--- src/rtl/spi_pkg.sv ---
// Shared types and helpers for the SPI master/slave mode controller.
package spi_pkg;

  typedef enum logic [1:0] {
    ST_OFF    = 2'd0,
    ST_GUARD  = 2'd1,
    ST_ACTIVE = 2'd2,
    ST_DRAIN  = 2'd3
  } spi_state_e;

  localparam logic MODE_MASTER = 1'b1;
  localparam logic MODE_SLAVE  = 1'b0;

  // Width of a down-counter that is loaded with (max_val - 1).
  function automatic int unsigned cnt_w(input int unsigned max_val);
    return (max_val < 2) ? 1 : $clog2(max_val);
  endfunction

endpackage

--- src/rtl/spi_cyc_cnt.sv ---
// Load / decrement-to-zero cycle counter; done_c is high while the count is zero.
module spi_cyc_cnt #(
  parameter int unsigned W = 8
) (
  input  logic         clk_i,
  input  logic         rst_i,
  input  logic         load,
  input  logic [W-1:0] load_val,
  input  logic         clr,
  input  logic         dec,
  output logic         done_c
);

  logic [W-1:0] cnt_q;

  always_ff @(posedge clk_i) begin
    if (rst_i) begin
      cnt_q <= '0;
    end else if (load) begin
      cnt_q <= load_val;
    end else if (clr) begin
      cnt_q <= '0;
    end else if (dec && (cnt_q != '0)) begin
      cnt_q <= cnt_q - W'(1);
    end
  end

  assign done_c = (cnt_q == '0);

endmodule

--- src/rtl/spi_mode_ctrl.sv ---
// SPI master/slave mode controller: routes core traffic, drives pad OEs, sequences safe mode changes.
// Optional drain timeout enabled by defining SPI_MODE_CTRL_DRAIN_TIMEOUT_EN.
module spi_mode_ctrl
  import spi_pkg::*;
#(
  parameter int unsigned DATA_W    = 8,
  parameter int unsigned NUM_SS    = 1,
  parameter int unsigned GUARD_CYC = 4,
  parameter int unsigned DRAIN_MAX = 255
) (
  input  logic              clk_i,
  input  logic              rst_i,
  input  logic              spi_en_i,
  input  logic              master_req_i,
  input  logic [DATA_W-1:0] send_data_i,
  input  logic              master_busy_i,
  input  logic              slave_busy_i,
  input  logic              master_load_end_i,
  input  logic              slave_load_end_i,
  input  logic              master_convey_end_i,
  input  logic              slave_convey_end_i,
  input  logic              master_frame_end_i,
  input  logic              slave_frame_end_i,
  input  logic [DATA_W-1:0] master_rcv_data_i,
  input  logic [DATA_W-1:0] slave_rcv_data_i,
  output logic              master_o,
  output logic              switching_o,
  output logic              en_master_o,
  output logic              en_slave_o,
  output logic [DATA_W-1:0] master_send_data_o,
  output logic [DATA_W-1:0] slave_send_data_o,
  output logic              load_end_o,
  output logic              convey_end_o,
  output logic              frame_end_o,
  output logic [DATA_W-1:0] rcv_data_o,
  output logic [NUM_SS-1:0] ss_oe_o,
  output logic              sck_oe_o,
  output logic              mosi_oe_o,
  output logic              miso_oe_o,
  output logic              timeout_o
);

  localparam int unsigned GUARD_W = cnt_w(GUARD_CYC);

  if ((GUARD_CYC < 1) || (DRAIN_MAX < 1)) begin : g_bad_param
    $error("spi_mode_ctrl: GUARD_CYC and DRAIN_MAX must be >= 1");
  end

  spi_state_e state_q;
  logic       mode_q;
  logic       oe_m_q;
  logic       oe_s_q;

  logic live_c;
  logic mismatch_c;
  logic cur_busy_c;
  logic drain_to_c;
  logic drain_exit_c;
  logic guard_load_c;
  logic guard_dec_c;
  logic guard_clr_c;
  logic guard_done_c;

  // Transition qualifiers shared by the FSM and both counters.
  always_comb begin
    live_c       = 1'b0;
    mismatch_c   = 1'b0;
    cur_busy_c   = 1'b0;
    drain_exit_c = 1'b0;
    guard_load_c = 1'b0;
    guard_dec_c  = 1'b0;
    guard_clr_c  = 1'b0;

    live_c       = (state_q == ST_ACTIVE) || (state_q == ST_DRAIN);
    mismatch_c   = (master_req_i != mode_q);
    cur_busy_c   = (mode_q == MODE_MASTER) ? master_busy_i : slave_busy_i;
    drain_exit_c = spi_en_i && (state_q == ST_DRAIN) && mismatch_c &&
                   (!cur_busy_c || drain_to_c);
    guard_load_c = spi_en_i && ((state_q == ST_OFF) || drain_exit_c);
    guard_dec_c  = spi_en_i && (state_q == ST_GUARD) && !guard_done_c;
    guard_clr_c  = (state_q != ST_GUARD);
  end

  spi_cyc_cnt #(
    .W (GUARD_W)
  ) u_guard_cnt (
    .clk_i    (clk_i),
    .rst_i    (rst_i),
    .load     (guard_load_c),
    .load_val (GUARD_W'(GUARD_CYC - 1)),
    .clr      (guard_clr_c),
    .dec      (guard_dec_c),
    .done_c   (guard_done_c)
  );

`ifdef SPI_MODE_CTRL_DRAIN_TIMEOUT_EN
  localparam int unsigned DRAIN_W = cnt_w(DRAIN_MAX);

  logic drain_done_c;

  // Loaded on entry to DRAIN, so done_c rises on the DRAIN_MAX-th drain cycle.
  spi_cyc_cnt #(
    .W (DRAIN_W)
  ) u_drain_cnt (
    .clk_i    (clk_i),
    .rst_i    (rst_i),
    .load     (spi_en_i && (state_q == ST_ACTIVE) && mismatch_c),
    .load_val (DRAIN_W'(DRAIN_MAX - 1)),
    .clr      (state_q != ST_DRAIN),
    .dec      ((state_q == ST_DRAIN) && !drain_done_c),
    .done_c   (drain_done_c)
  );

  assign drain_to_c = spi_en_i && (state_q == ST_DRAIN) && mismatch_c &&
                      cur_busy_c && drain_done_c;
  assign timeout_o  = drain_to_c;
`else
  assign drain_to_c = 1'b0;
  assign timeout_o  = 1'b0;
`endif

  // Mode FSM with registered pad OEs; disabling drops OEs on the same edge as OFF.
  always_ff @(posedge clk_i) begin
    if (rst_i) begin
      state_q <= ST_OFF;
      mode_q  <= MODE_SLAVE;
      oe_m_q  <= 1'b0;
      oe_s_q  <= 1'b0;
    end else begin
      oe_m_q <= spi_en_i && live_c && (mode_q == MODE_MASTER);
      oe_s_q <= spi_en_i && live_c && (mode_q == MODE_SLAVE);
      if (!spi_en_i) begin
        state_q <= ST_OFF;
      end else begin
        case (state_q)
          ST_OFF: begin
            mode_q  <= master_req_i;
            state_q <= ST_GUARD;
          end
          ST_GUARD: begin
            if (guard_done_c) state_q <= ST_ACTIVE;
          end
          ST_ACTIVE: begin
            if (mismatch_c) state_q <= ST_DRAIN;
          end
          ST_DRAIN: begin
            if (!mismatch_c) begin
              state_q <= ST_ACTIVE;
            end else if (drain_exit_c) begin
              mode_q  <= ~mode_q;
              state_q <= ST_GUARD;
            end
          end
          default: state_q <= ST_OFF;
        endcase
      end
    end
  end

  assign master_o           = mode_q;
  assign switching_o        = (state_q == ST_GUARD) || (state_q == ST_DRAIN);
  assign en_master_o        = live_c && (mode_q == MODE_MASTER);
  assign en_slave_o         = live_c && (mode_q == MODE_SLAVE);
  assign master_send_data_o = (mode_q == MODE_MASTER) ? send_data_i : '0;
  assign slave_send_data_o  = (mode_q == MODE_SLAVE) ? send_data_i : '0;
  assign load_end_o         = live_c && ((mode_q == MODE_MASTER) ? master_load_end_i : slave_load_end_i);
  assign convey_end_o       = live_c && ((mode_q == MODE_MASTER) ? master_convey_end_i : slave_convey_end_i);
  assign frame_end_o        = live_c && ((mode_q == MODE_MASTER) ? master_frame_end_i : slave_frame_end_i);
  assign rcv_data_o         = (mode_q == MODE_MASTER) ? master_rcv_data_i : slave_rcv_data_i;
  assign ss_oe_o            = {NUM_SS{oe_m_q}};
  assign sck_oe_o           = oe_m_q;
  assign mosi_oe_o          = oe_m_q;
  assign miso_oe_o          = oe_s_q;

endmodule

--- config.mk ---
export PLATFORM = sky130hd
export DESIGN_NAME = spi_mode_ctrl
export DESIGN_NICKNAME = d
export VERILOG_FILES = /design/src/rtl/spi_pkg.sv /design/src/rtl/spi_cyc_cnt.sv /design/src/rtl/spi_mode_ctrl.sv
export SDC_FILE = /design/constraint.sdc
export NUM_CORES = 1
export LEC_CHECK = 0
export CELL_PAD_IN_SITES_DETAIL_PLACEMENT = 1
export CELL_PAD_IN_SITES_GLOBAL_PLACEMENT = 2
export CORE_MARGIN = 5
export CORE_UTILIZATION = 13
export CTS_BUF_LIST = sky130_fd_sc_hd__clkbuf_4 sky130_fd_sc_hd__clkbuf_8
export DETAILED_ROUTE_END_ITERATION = 12
export HOLD_SLACK_MARGIN = 0.12
export PLACE_DENSITY_LB_ADDON = 0.1
export SLEW_MARGIN = 5
export SYNTH_ARGS = -nofsm -noshare
export SYNTH_HDL_FRONTEND = slang
export SYNTH_SLANG_ARGS = --single-unit
--- constraint.sdc ---
create_clock -name clk_i -period 1.45 [get_ports clk_i]
set_clock_uncertainty 0.1 [all_clocks]
set_input_delay 0.29 -clock clk_i [delete_from_list [all_inputs] [get_ports clk_i]]
set_output_delay 0.29 -clock clk_i [all_outputs]
set_load 0.05 [all_outputs]
==> impl_results.md, run 1 <==
* Outcome: finished with violations
* Failing checks: setup timing
* Register bit total from synthesis at 7
* Worst hold path endpoint: u_guard_cnt.cnt_q[0]
* Cells after DPL at roughly 210
* P_sw at approximately 460 uW
* Chip Height at around 81 um
* Mean post-synth cell area at approximately 8.7 um^2
* Final Hold Vio Count at 0
* Row count at 26
* Cell Area, Synth at ~660 um^2
* Met2 Track Usage GR at 17.4%
* Unrepaired setup endpoints after global routing: yes
* Largest net degree at the start of global routing at 13
* Critical Path Source: master_o
* CP Launch Type: flip-flop
* Starting density of the core at between 10% and 20%
* Clock transition at the registers of the reported paths at around 0.040 ns
* Instance area at placement at 0.00181 mm^2
* Gate Count Post-Synth at 76
* Fin nets at about 190
* Synth warn at 0
* Hold depth at 2
* Max Root-Sink Buffers at 2
* Sequential power share at 16.7%
* Logic gate share of total power at 60.9%
* Crit end category: output port
* R2r setup slk at 0.07 ns
* Worst reg2reg endpoint: master_o
* Vias at between 800 and 900
* Gr usage total at slightly below 9%
* Grt met3 use at around 2.9%
* Hold Startpoint: u_guard_cnt.cnt_q[0]
* Vias in the first global route at 876
* # hold bufs at CTS at 0
* PnR Total Power at roughly 1300 uW
* Met1 GRT Util at slightly below 9%
* Predominant post-synthesis flop cell: dfxtp_1
* Seq/Total Area, Yosys at 21.2%
* Internal at approximately 840 uW
* Final WS setup at -0.149 ns
* First DRT Iteration DRCs at 10
* CTS sink cnt at 7
* Crit path max fanout at 6
* Async SR Flop Fraction at 0%
* Worst hold path type: flip-flop to flip-flop
* DP Wirelength at about 2500 um
* Port bufs at 70
* CTS tree: built
* Diodes inserted at 0
* Worst path required time at between 1 and 1.5 ns
* Max cap viols at 0
* Antenna Nets Post-Route at 0
* H-tree depth at 1
* Pwr dens at slightly above 600 mW/mm^2
* Latest clock arrival within the worst-skew pair at ~0.23 ns
* Highest Clock Rate at between 600 and 700 MHz
* GRT overflow at 0
* Post-synth top area share at between 20% and 30%
* Leak at a little under 0.0009 uW
* Top post-synthesis cells by area: dfxtp_1 21%, mux2_2 15%, nor2b_1 11%
* Post-route cell area at between 0.002 and 0.0025 mm^2
* I/O Pins at 72
* Final Max Tran Viols at 0
* Cell taking the most area after synthesis: dfxtp_1
* Die area at 0.00662 mm^2
* GPL Wtd Cong at ~0.74
* CTS Buf Count at 3
* Remaining DRCs at 0
* Die span in x at around 81 um
* First-pass GRT wire length at 4440 um
* WL per Instance at about 14 um
* Sw Ratio at a little over a third
* Busiest grt layer: met2
* Post-Route WL at 3100 um
* Worst Path Arrival at roughly 1.2 ns
* Finished Layout Cells at between 200 and 250
* Unique cell type count in the Yosys netlist at 26
* DR vias/cell at around 3.8
* Area of the core at ~0.005 mm^2
* Synthesis-to-finish area growth at 216%
* DP Worst Slack at -0.250 ns
* First-pass detailed-route iteration total at 2
* Mapped Nets at about 110
* Tcrit/Tclk final at 110%
* Reg2reg start: master_o
* Worst Setup Path Type: flip-flop to output port
* Period minus WS final at around 1.6 ns
* Root Buffer: clkbuf_8
* # fillers at roughly 560
* Setup-failing EPs final at 28
* Initial antenna violation count at 0
* Post-synth EDFFs at 0
* Fraction of layout cells with a size suffix above 1 at 60.1%
* Register-to-Register Path Depth at 5
* Util after Layout at approximately two fifths
* Clk pwr share at between 20 and 25%
* Peak VDD IR at between 0.4 and 0.5 mV
layer usage:
layer / vias up / part of all wire, %
li1: 402 / -
met1: 403 / 38
met2: 44 / 53
met3: 0 / 9.1
met4: 0 / 0
met5: - / 0
cells in the mapped netlist (all sizes together), types with 2 or more instances:
cell type,n
inv,3
and2,9
nor2,2
dfxtp,7
buf,8
mux2i,5
mux2,9
nor2b,13
nand2,3
and3,3
a21oi,2
o21ai,2
power by group through the flow:
stage / registers [uW] / clock network, uW / logic (uW)
5_1_grt: 218 / 321 / 820
3_5_place_dp: 231 / 0 / 681
6_report: 217 / 292 / 791
4_1_cts: 216 / 302 / 763
2_1_floorplan: 220 / 0 / 363
3_3_place_gp: 230 / 0 / 674
registers in the layout, summed over array words and instances, names as in the netlist:
register,flops
master_o,1
u_guard_cnt.cnt_q,2
mosi_oe_o,1
miso_oe_o,1
state_q,2
placed cells by master, fill, tap and decap left out, types with 2 or more instances in the layout:
cell type,n
buf_12,32
clkdlybuf4s50_1,29
nor2b_4,13
and2_4,9
mux2_4,8
buf_4,7
dlygate4sd2_1,6
dfxtp_1,5
mux2i_4,4
buf_8,4
inv_1,3
nand2_1,3
and3_1,3
clkbuf_8,3
buf_6,3
a21oi_1,2
nor2_1,2
o21ai_1,2
kinds of logic (layout without fill, tap and decap cells):
family	Yosys count	count (layout)	synth area share, %
AOI/OAI and AO/OA	7	7	7.56
xor gates and xnor gates	2	2	2.65
adders and majority gates	1	1	1.89
buffers and inverters	12	89	11.3
DFF	7	7	21.2
muxes	14	14	24.8
other	1	1	0.567
and+or+nand+nor	32	32	30.1
worst max path at each step:
| stage | end |
|---|---|
| 5_1_grt | rcv_data_o[6] |
| 3_3_place_gp | u_guard_cnt.cnt_q[1] |
| 6_report | rcv_data_o[4] |
| 4_1_cts | rcv_data_o[4] |
| 2_1_floorplan | slave_send_data_o[0] |
| 3_5_place_dp | u_guard_cnt.cnt_q[1] |
cell type report:
cell class,instances,area [um^2],area share (%)
tap,70,87.6,4.19
multi-input combinational,57,644,30.8
clock buffer,4,48.8,2.33
inverter,3,11.3,0.538
sequential,7,145,6.94
timing repair buffer,82,1150,55.2
stage by stage:
stage | hold WS [ns] | TNS [ns]
global placement | 0.439 | -1.77
detailed placement | 0.449 | -2.23
floorplan | 0.318 | -1.79
finish | 0.454 | -3.14
global route | 0.490 | -4.13
CTS | 0.464 | -3.22
timing repair:
item / 4_1_cts / 5_1_grt
endpoints found under the setup margin: 31 / 31
buffers inserted: 4 / 1
resized for setup: 33 / 10
endpoints found under the hold margin: 0 / 0
gates cloned: 0 / 1
critical path, stage by stage, from the launching register on:
cell     delay, ns
dfxtp_4       0.37
buf_6         0.14
mux2_4        0.32
buf_12        0.15
Power figures use the tool's default switching activity.
==> run 2, diff against run 1 <==
- CAP_MARGIN: default -> 20
- CTS_CLUSTER_DIAMETER: default -> 100
==> results of run 2 <==
Final layout, timing and power as in run 1 (identical DEF).
